**src/rtl/neuron_config_loader.sv**
```systemverilog
// neuron_config_loader
//   Streams weight/bias words from a valid/ready source onto the neuron load
//   bus, tagging each word with its target layer/neuron number.
//   Walk order: layer-major, then neuron-major; per neuron NUM_WEIGHTS weights
//   followed by one bias.
//   Optional build macro: CFG_CHECKSUM_EN adds a 32-bit running sum of all
//   accepted words on port checksum.
module neuron_config_loader #(
   parameter int DATA_WIDTH   = 16,
   parameter int NUM_LAYERS   = 1,
   parameter int NUM_NEURONS  = 128,
   parameter int NUM_WEIGHTS  = 128,
   parameter int FIRST_LAYER  = 1,
   parameter int FIRST_NEURON = 0
) (
   input  logic                    clk,
   input  logic                    rst,
   input  logic                    start,
   input  logic                    s_valid,
   output logic                    s_ready,
   input  logic [DATA_WIDTH-1:0]   s_data,
   output logic                    weightValid,
   output logic                    biasValid,
   output logic [DATA_WIDTH-1:0]   weightValue,
   output logic [DATA_WIDTH-1:0]   biasValue,
   output logic [2*DATA_WIDTH:0]   config_layer_num,
   output logic [2*DATA_WIDTH:0]   config_neuron_num,
   output logic                    busy,
   output logic                    done
`ifdef CFG_CHECKSUM_EN
   ,
   output logic [31:0]             checksum
`endif
);

   localparam int AW = 2*DATA_WIDTH+1;
   localparam int LW = (NUM_LAYERS  > 1) ? $clog2(NUM_LAYERS)  : 1;
   localparam int NW = (NUM_NEURONS > 1) ? $clog2(NUM_NEURONS) : 1;
   localparam int WW = (NUM_WEIGHTS > 1) ? $clog2(NUM_WEIGHTS) : 1;

   localparam logic [1:0] S_IDLE   = 2'd0;
   localparam logic [1:0] S_WEIGHT = 2'd1;
   localparam logic [1:0] S_BIAS   = 2'd2;
   localparam logic [1:0] S_FINISH = 2'd3;

   logic [1:0]            r_state;
   logic [LW-1:0]         r_l;
   logic [NW-1:0]         r_n;
   logic [WW-1:0]         r_w;
   logic                  r_weight_valid;
   logic                  r_bias_valid;
   logic [DATA_WIDTH-1:0] r_weight_value;
   logic [DATA_WIDTH-1:0] r_bias_value;
   logic [AW-1:0]         r_layer_num;
   logic [AW-1:0]         r_neuron_num;
   logic                  r_done;

   logic                  w_hs;
   logic [AW-1:0]         w_layer_addr;
   logic [AW-1:0]         w_neuron_addr;

   // Words are only taken while walking weights or bias; no downstream stall.
   assign s_ready       = (r_state == S_WEIGHT) || (r_state == S_BIAS);
   assign w_hs          = s_valid & s_ready;
   assign w_layer_addr  = AW'(FIRST_LAYER)  + AW'(r_l);
   assign w_neuron_addr = AW'(FIRST_NEURON) + AW'(r_n);

   assign busy              = (r_state != S_IDLE);
   assign done              = r_done;
   assign weightValid       = r_weight_valid;
   assign biasValid         = r_bias_valid;
   assign weightValue       = r_weight_value;
   assign biasValue         = r_bias_value;
   assign config_layer_num  = r_layer_num;
   assign config_neuron_num = r_neuron_num;

   // Load-walk FSM: counters, one-cycle-latency output registers and done pulse.
   always_ff @(posedge clk) begin
      if (rst) begin
         r_state        <= S_IDLE;
         r_l            <= '0;
         r_n            <= '0;
         r_w            <= '0;
         r_weight_valid <= 1'b0;
         r_bias_valid   <= 1'b0;
         r_weight_value <= '0;
         r_bias_value   <= '0;
         r_layer_num    <= '0;
         r_neuron_num   <= '0;
         r_done         <= 1'b0;
      end else begin
         r_weight_valid <= 1'b0;
         r_bias_valid   <= 1'b0;
         r_done         <= 1'b0;
         case (r_state)
            S_IDLE: begin
               if (start) begin
                  r_state <= S_WEIGHT;
                  r_l     <= '0;
                  r_n     <= '0;
                  r_w     <= '0;
               end
            end
            S_WEIGHT: begin
               if (w_hs) begin
                  r_weight_valid <= 1'b1;
                  r_weight_value <= s_data;
                  r_layer_num    <= w_layer_addr;
                  r_neuron_num   <= w_neuron_addr;
                  if (r_w == WW'(NUM_WEIGHTS-1)) begin
                     r_w     <= '0;
                     r_state <= S_BIAS;
                  end else begin
                     r_w <= r_w + 1'b1;
                  end
               end
            end
            S_BIAS: begin
               if (w_hs) begin
                  r_bias_valid <= 1'b1;
                  r_bias_value <= s_data;
                  r_layer_num  <= w_layer_addr;
                  r_neuron_num <= w_neuron_addr;
                  r_w          <= '0;
                  if (r_n != NW'(NUM_NEURONS-1)) begin
                     r_n     <= r_n + 1'b1;
                     r_state <= S_WEIGHT;
                  end else if (r_l != LW'(NUM_LAYERS-1)) begin
                     r_n     <= '0;
                     r_l     <= r_l + 1'b1;
                     r_state <= S_WEIGHT;
                  end else begin
                     r_state <= S_FINISH;
                  end
               end
            end
            S_FINISH: begin
               r_done  <= 1'b1;
               r_state <= S_IDLE;
            end
            default: r_state <= S_IDLE;
         endcase
      end
   end

`ifdef CFG_CHECKSUM_EN
   logic [31:0] r_checksum;
   assign checksum = r_checksum;

   // Running modulo-2^32 sum of accepted words; cleared when a new load starts.
   always_ff @(posedge clk) begin
      if (rst) begin
         r_checksum <= '0;
      end else if ((r_state == S_IDLE) && start) begin
         r_checksum <= '0;
      end else if (w_hs) begin
         r_checksum <= r_checksum + 32'(s_data);
      end
   end
`endif

endmodule
```
**config.mk**
```make
export PLATFORM = sky130hd
export DESIGN_NAME = neuron_config_loader
export DESIGN_NICKNAME = d
export VERILOG_FILES = /design/src/rtl/neuron_config_loader.sv
export SDC_FILE = /design/constraint.sdc
export NUM_CORES = 1
export LEC_CHECK = 0
export CORE_MARGIN = 8
export CORE_UTILIZATION = 40
export CTS_CLUSTER_SIZE = 8
export DETAILED_ROUTE_END_ITERATION = 10
export PLACE_DENSITY = 0.86
export SLEW_MARGIN = 10
export SYNTH_ARGS = -nofsm -noshare
export SYNTH_HDL_FRONTEND = slang
export SYNTH_SLANG_ARGS = --single-unit
```
**constraint.sdc**
```tcl
create_clock -name clk -period 4.9 [get_ports clk]
set_input_delay 0.98 -clock clk [delete_from_list [all_inputs] [get_ports clk]]
set_output_delay 0.98 -clock clk [all_outputs]
set_load 0.005 [all_outputs]
```
# After elaboration in Yosys (flattened, before gate mapping)
# Cells that the tools add are included.
word_totals:
  ff_bits: 92
  in_bits: 20
  out_inout_bits: 103
  elab_cells: 67
op_classes:
  add_sub_neg: 4
  n_eq_ne: 11
  muxes: 23
  bitwise: 3
  reduce_logical: 15
op_table:
  columns: ["op", "n"]
  rows:
  - ["7-bit two-way mux", 7]
  - ["7-bit one-hot mux with 3 select lines", 1]
  - ["4-bit AND reduction", 4]
  - ["7-bit by 1-bit adder with 7-bit output, second input constant", 2]
  - ["7-bit one-hot mux with 2 select lines", 1]
  - ["2-bit two-way mux", 6]
  - ["2-bit inequality test, second input constant", 4]
  - ["2-bit one-hot mux with 4 select lines", 1]
  - ["7-bit equality test, second input constant", 1]
  - ["7-bit inequality test, second input constant", 1]
  - ["1-bit two-way mux", 6]
  - ["2-bit AND reduction", 3]
  - ["2-bit OR reduction", 3]
  - ["2-bit equality test, second input constant", 2]
  - ["2-bit nonzero test", 2]
  - ["3-bit by 2-bit inequality test with 1-bit output, second input constant", 1]
  - ["3-bit nonzero test", 1]
  - ["1-bit by 1-bit adder with 2-bit output, first input constant", 1]
  - ["2-bit by 1-bit equality test with 1-bit output, second input constant", 1]
  - ["2-bit zero test", 1]
  - ["2-bit by 1-bit inequality test with 1-bit output, second input constant", 1]
  - ["1-bit inverter", 2]
  - ["1-bit one-hot mux with 2 select lines", 1]
  - ["1-bit adder, second input constant", 1]
  - ["2 further kinds", 2]

# Longest topological paths before layout
logic_depth:
  ltp_word: 5
  depth_mapped: 8
  depth_no_buf: 6

# Worst setup path before layout
# Ideal clock, no wire load.
synth_timing:
  kind: "input-to-reg"
  start: "input port s_valid"
  end: "register r_w[3]"
  setup_ps: 70
  arrival_time_ps: 2260
  required_time_ps: 4830
  slack_ps: 2570
  cell_stages: 6
  n_path_buf: 2
  cell_sequence: "buf_2 -> nor2b_1 -> or4_4 -> buf_6 -> or3_1 -> a21oi_1"
synth_via:
  elab_chain_len: 3
  word_cells_on_any_way: 4
  cone_classes: "2 x eq/ne; 1 x bitwise; 1 x reduce/logical"
synth_lines:
  columns: ["item", "line_no", "rtl"]
  rows:
  - ["start, declared", "19", "input logic s_valid,"]
  - ["1-bit bitwise AND (*)", "64", "assign w_hs = s_valid & s_ready;"]
  - ["2-bit inequality test (no source line)", null, null]
  - ["4-bit AND reduction (no source line) (*)", null, null]
  - ["end signal, assigned", "114", "r_w <= r_w + 1'b1;"]
  - ["end, declared", "49", "logic [WW-1:0] r_w;"]
# Mark *: on every way between the ends. The rest lies on a longest branch, timed or not.
# A chain may end at the register's enable or synchronous reset.

# Worst setup path in the final report
layout_timing:
  start: "register r_state[0]"
  end: "output port s_ready"
layout_via:
  elab_chain_len: 2
  word_cells_on_any_way: 3
  cone_classes: "2 x eq/ne; 1 x reduce/logical"
layout_lines:
  columns: ["item", "line_no", "rtl"]
  rows:
  - ["start, declared", "46", "logic [1:0] r_state;"]
  - ["start signal, assigned", "80", "r_state <= S_IDLE;"]
  - ["start signal, assigned", "98", "r_state <= S_WEIGHT;"]
  - ["start signal, assigned", "112", "r_state <= S_BIAS;"]
  - ["2-bit by 1-bit equality test with 1-bit output / 2-bit equality test (equally long branches)", "63", "assign s_ready = (r_state == S_WEIGHT) || (r_state == S_BIAS);"]
  - ["1-bit logical OR (*)", "63", null]
  - ["end, declared", "20", "output logic s_ready,"]
# Marked as above.

==> results by group <==
Routing
  • Via count: 2,357
  • Number of search-and-repair iterations in the first detailed-routing pass: 4
  • Remaining antenna violation count: 0
  • Detailed-route wire length per cell: 13.23 µm
  • Total wire length: 6720 µm
  • Initial DRC Count: around 120
  • DRC Markers: 0
  • Number of vias per cell: 4.640

GRT
  • Wire length of the first global-routing pass: 10,910 µm
  • Antenna violations before repair: 0
  • GRT Total Usage: 13.49%
  • Number of global-route vias before repair: 2,316
  • Leftover overflow at the end of global routing: 0
  • Largest net degree at the start of global routing: 53

Clocking
  • Clock tree from TritonCTS: done
  • CTS Hold Buffers Added: 0
  • Number of H-tree levels: 3
  • Buffer count from post-CTS setup fixing: 0
  • Clock root buffer: sky130_fd_sc_hd__clkbuf_8
  • Clock sink count: 59
  • Clock insertion delay at the later pin of the skew report: approximately 320 ps
  • Maximum count of clock buffers along a single path: 2
  • Worst-path clk slew: 60 ps
  • Number of resized instances in the post-cts repair step: 0
  • Total CTS buffers: 9

STA
  • Period minus WS final: 2742 ps
  • Number of hold-slack violations in the final timing report: 0
  • Final setup violating endpoints: 0
  • Ratio of final minimum period to clock period: between 50% and 60%
  • RSZ-0062 raised after global routing: false
  • Worst Max-Slew Pin Slew: 931.3 ps
  • Final Max Tran Viols: 0
  • Fmax achieved: 364.7 MHz
  • Final-layout setup total negative slack: 0 ps
  • Post-route worst hold slack: approximately 450 ps
  • Skew final: 4.434 ps
  • Worst slew margin relative to its limit: 37.91%

Power
  • Highest ir drop seen on vdd: ~0.28 mV
  • Logic gate share of total power: 28.9%
  • Fraction of power consumed by the clock network: 29.8%
  • Total power after layout: 0.001309 W
  • Relative contribution of sequential cells to total power: 41.2%
  • Leakage dissipation: 1.280 nW
  • Pwr dens: around 380 nW/µm²
  • Switching Fraction: a little under a third
  • Internal Power: 0.0008932 W
  • Switching power total: 0.0004159 W

Place
  • Gpl congestion: between 0.8 and 0.9
  • Post-Place Cell Area: ~3300 µm²
  • Number of input and output port buffers inserted: between 60 and 70
  • HPWL after detailed placement: 5021 µm

Floorplanning
  • Effective utilization at floorplan: a little over 40%
  • Floorplan die height: between 90 and 100 µm
  • Count of standard-cell rows: 30
  • Chip Width: about 100 µm
  • Core footprint: between 6000 and 7000 µm²
  • Die area: around 9900 µm²
  • I/O pin count: 123

Cells and area
  • Syn-to-layout area delta: 22.70%
  • Final Core Density: between 50% and 60%
  • Diode count: 0
  • Number of nets in the finished design: roughly 430
  • Final cell area excluding filler cells: 3442 µm²
  • Fraction of layout cells with a size suffix above 1: 4.369%

Critical path
  • Nature of the critical path startpoint: flip-flop
  • Maximum cell stage delay along the critical path: roughly 540 ps
  • Biggest fanout along the worst timing path: 7
  • Cell with the biggest individual delay on the critical path: sky130_fd_sc_hd__clkdlybuf4s50_1
  • Crit path max-delay family: buffers and inverters
  • Start of the worst register-to-register path: r_state[0]
  • Timing startpoint of the critical path: r_state[0]
  • Worst endpoint required time: 3920 ps
  • Buffers and inverters on the worst path: 2
  • Critical path start-end classification: reg2out
  • Critical path, cell by cell: inv_1, ha_1, clkdlybuf4s50_1
  • CP endpoint kind: output pin
  • Endpoint arrival time on the critical path: 1760 ps

Worst hold path
  • Hold path startpoint: r_w[6]
  • Worst hold path type: reg2reg

Logic synthesis
  • Register area share after synthesis: between 40 and 50%
  • Synthesized area: 2805 µm²
  • Ys flop type: sky130_fd_sc_hd__dfxtp_1
  • Number of synthesized flops with an enable pin: 0
  • Number of synthesis warnings: 0
  • Per-instance average area after synthesis: between 7 and 8 µm²
  • Flop and latch count out of synthesis: 59
  • Cells after Synth: around 350
  • Async set or reset register ratio after synthesis: 0%
  • Netlist cell types: 38

Flow run
  • Max-cap violations: 0

Run status
  • Outcome: complete, no violations
path summary, 6_finish.rpt:
kind              endpoint  slack (ps)  depth (start not counted)
hold / removal      r_w[6]         450                          2
setup reg to reg    r_w[5]        2530                          6
setup / recovery   s_ready        2160                          3
hold reg to reg     r_w[6]         450                          2
worst min-delay path, cell delays in order (launching register included):
cell	delay [ps]
sky130_fd_sc_hd__dfxtp_1	310
sky130_fd_sc_hd__inv_1	50
sky130_fd_sc_hd__a21oi_1	50
cell usage in the layout, fill, tap and decap left out, types with 2 or more instances in the layout:
cell	netlist	final
sky130_fd_sc_hd__inv_1	5	5
sky130_fd_sc_hd__dfxtp_1	59	59
sky130_fd_sc_hd__nor2_1	8	8
sky130_fd_sc_hd__nor2b_1	4	4
sky130_fd_sc_hd__nor3_1	3	3
sky130_fd_sc_hd__nand3_1	3	3
sky130_fd_sc_hd__nand2_1	87	87
sky130_fd_sc_hd__ha_1	6	6
sky130_fd_sc_hd__nand4b_1	2	2
sky130_fd_sc_hd__clkinv_2	0	2
sky130_fd_sc_hd__o21ai_0	8	8
sky130_fd_sc_hd__a211oi_1	2	2
sky130_fd_sc_hd__clkdlybuf4s50_1	0	63
sky130_fd_sc_hd__clkbuf_8	0	12
sky130_fd_sc_hd__nand4_1	4	4
sky130_fd_sc_hd__conb_1	1	58
sky130_fd_sc_hd__a311oi_1	2	2
sky130_fd_sc_hd__and2_1	2	2
sky130_fd_sc_hd__or4_1	3	3
sky130_fd_sc_hd__or3_1	3	3
sky130_fd_sc_hd__a21oi_1	54	54
sky130_fd_sc_hd__and3_1	3	3
sky130_fd_sc_hd__o31ai_1	3	3
registers in the layout, indices dropped and copies added (netlist names):
register           cells
config_layer_num       1
weightValid            1
config_neuron_num      7
biasValid              1
biasValue             16
r_state                2
r_w                    7
weightValue           16
r_n                    7
done                   1
logic make-up (layout without fill, tap and decap cells):
logic type	after synthesis	in the layout	synth area share [%]
AOI/OAI and AO/OA	76	76	15.17
adders and majority gates	6	6	2.676
buffers and inverters	81	84	18.91
DFF	59	59	42.11
other	1	58	0.1337
and+or+nand+nor	129	129	21.01
layer usage:
metal	wire, µm	GRT usage, %
met4	23	3.725
met3	676	6.494
met5	0	0
met2	3325	23.76
met1	2695	13.84
stage by stage:
stage,worst slack [ps],instances
3_3_place_gp,1966,493
4_1_cts,2118,508
2_1_floorplan,2570,409
3_5_place_dp,1867,493
6_report,2158,508
5_1_grt,2011,508
power groups by stage:
| stage | Clock [W] | Combinational (W) | Sequential, W |
|---|---|---|---|
| 6_report | 0.000391 | 0.000379 | 0.000540 |
| 5_1_grt | 0.000424 | 0.000423 | 0.000545 |
| 4_1_cts | 0.000402 | 0.000379 | 0.000540 |
| 3_5_place_dp | 0 | 0.000379 | 0.000550 |
| 3_3_place_gp | 0 | 0.000366 | 0.000548 |
| 2_1_floorplan | 0 | 0.000276 | 0.000549 |
Yosys cell counts (2+ instances only):
library cell / count / area [µm²]
sky130_fd_sc_hd__nand2_1: 87 / 326.6
sky130_fd_sc_hd__dfxtp_1: 59 / 1181
sky130_fd_sc_hd__buf_4: 58 / 435.4
sky130_fd_sc_hd__a21oi_1: 54 / 270.3
sky130_fd_sc_hd__clkbuf_1: 16 / 60.06
sky130_fd_sc_hd__nor2_1: 8 / 30.03
sky130_fd_sc_hd__o21ai_0: 8 / 40.04
sky130_fd_sc_hd__ha_1: 6 / 75.07
sky130_fd_sc_hd__inv_1: 5 / 18.77
sky130_fd_sc_hd__nand4_1: 4 / 25.02
sky130_fd_sc_hd__nor2b_1: 4 / 25.02
sky130_fd_sc_hd__and3_1: 3 / 18.77
sky130_fd_sc_hd__nand3_1: 3 / 15.01
sky130_fd_sc_hd__nor3_1: 3 / 15.01
sky130_fd_sc_hd__o31ai_1: 3 / 22.52
sky130_fd_sc_hd__or3_1: 3 / 18.77
sky130_fd_sc_hd__or4_1: 3 / 22.52
sky130_fd_sc_hd__a211oi_1: 2 / 15.01
sky130_fd_sc_hd__a311oi_1: 2 / 17.52
sky130_fd_sc_hd__and2_1: 2 / 12.51
sky130_fd_sc_hd__nand4b_1: 2 / 17.52
final cells by class:
type,instances,area (µm²)
inverters,5,18.77
repair buffers,64,635.6
multi-input cells,269,1308
fillers,695,3352
flip-flops and latches,59,1181
well taps,96,120.1
clock inverters,2,10.01
clock buffers,13,168.9
(Power assumes the default switching activity.)
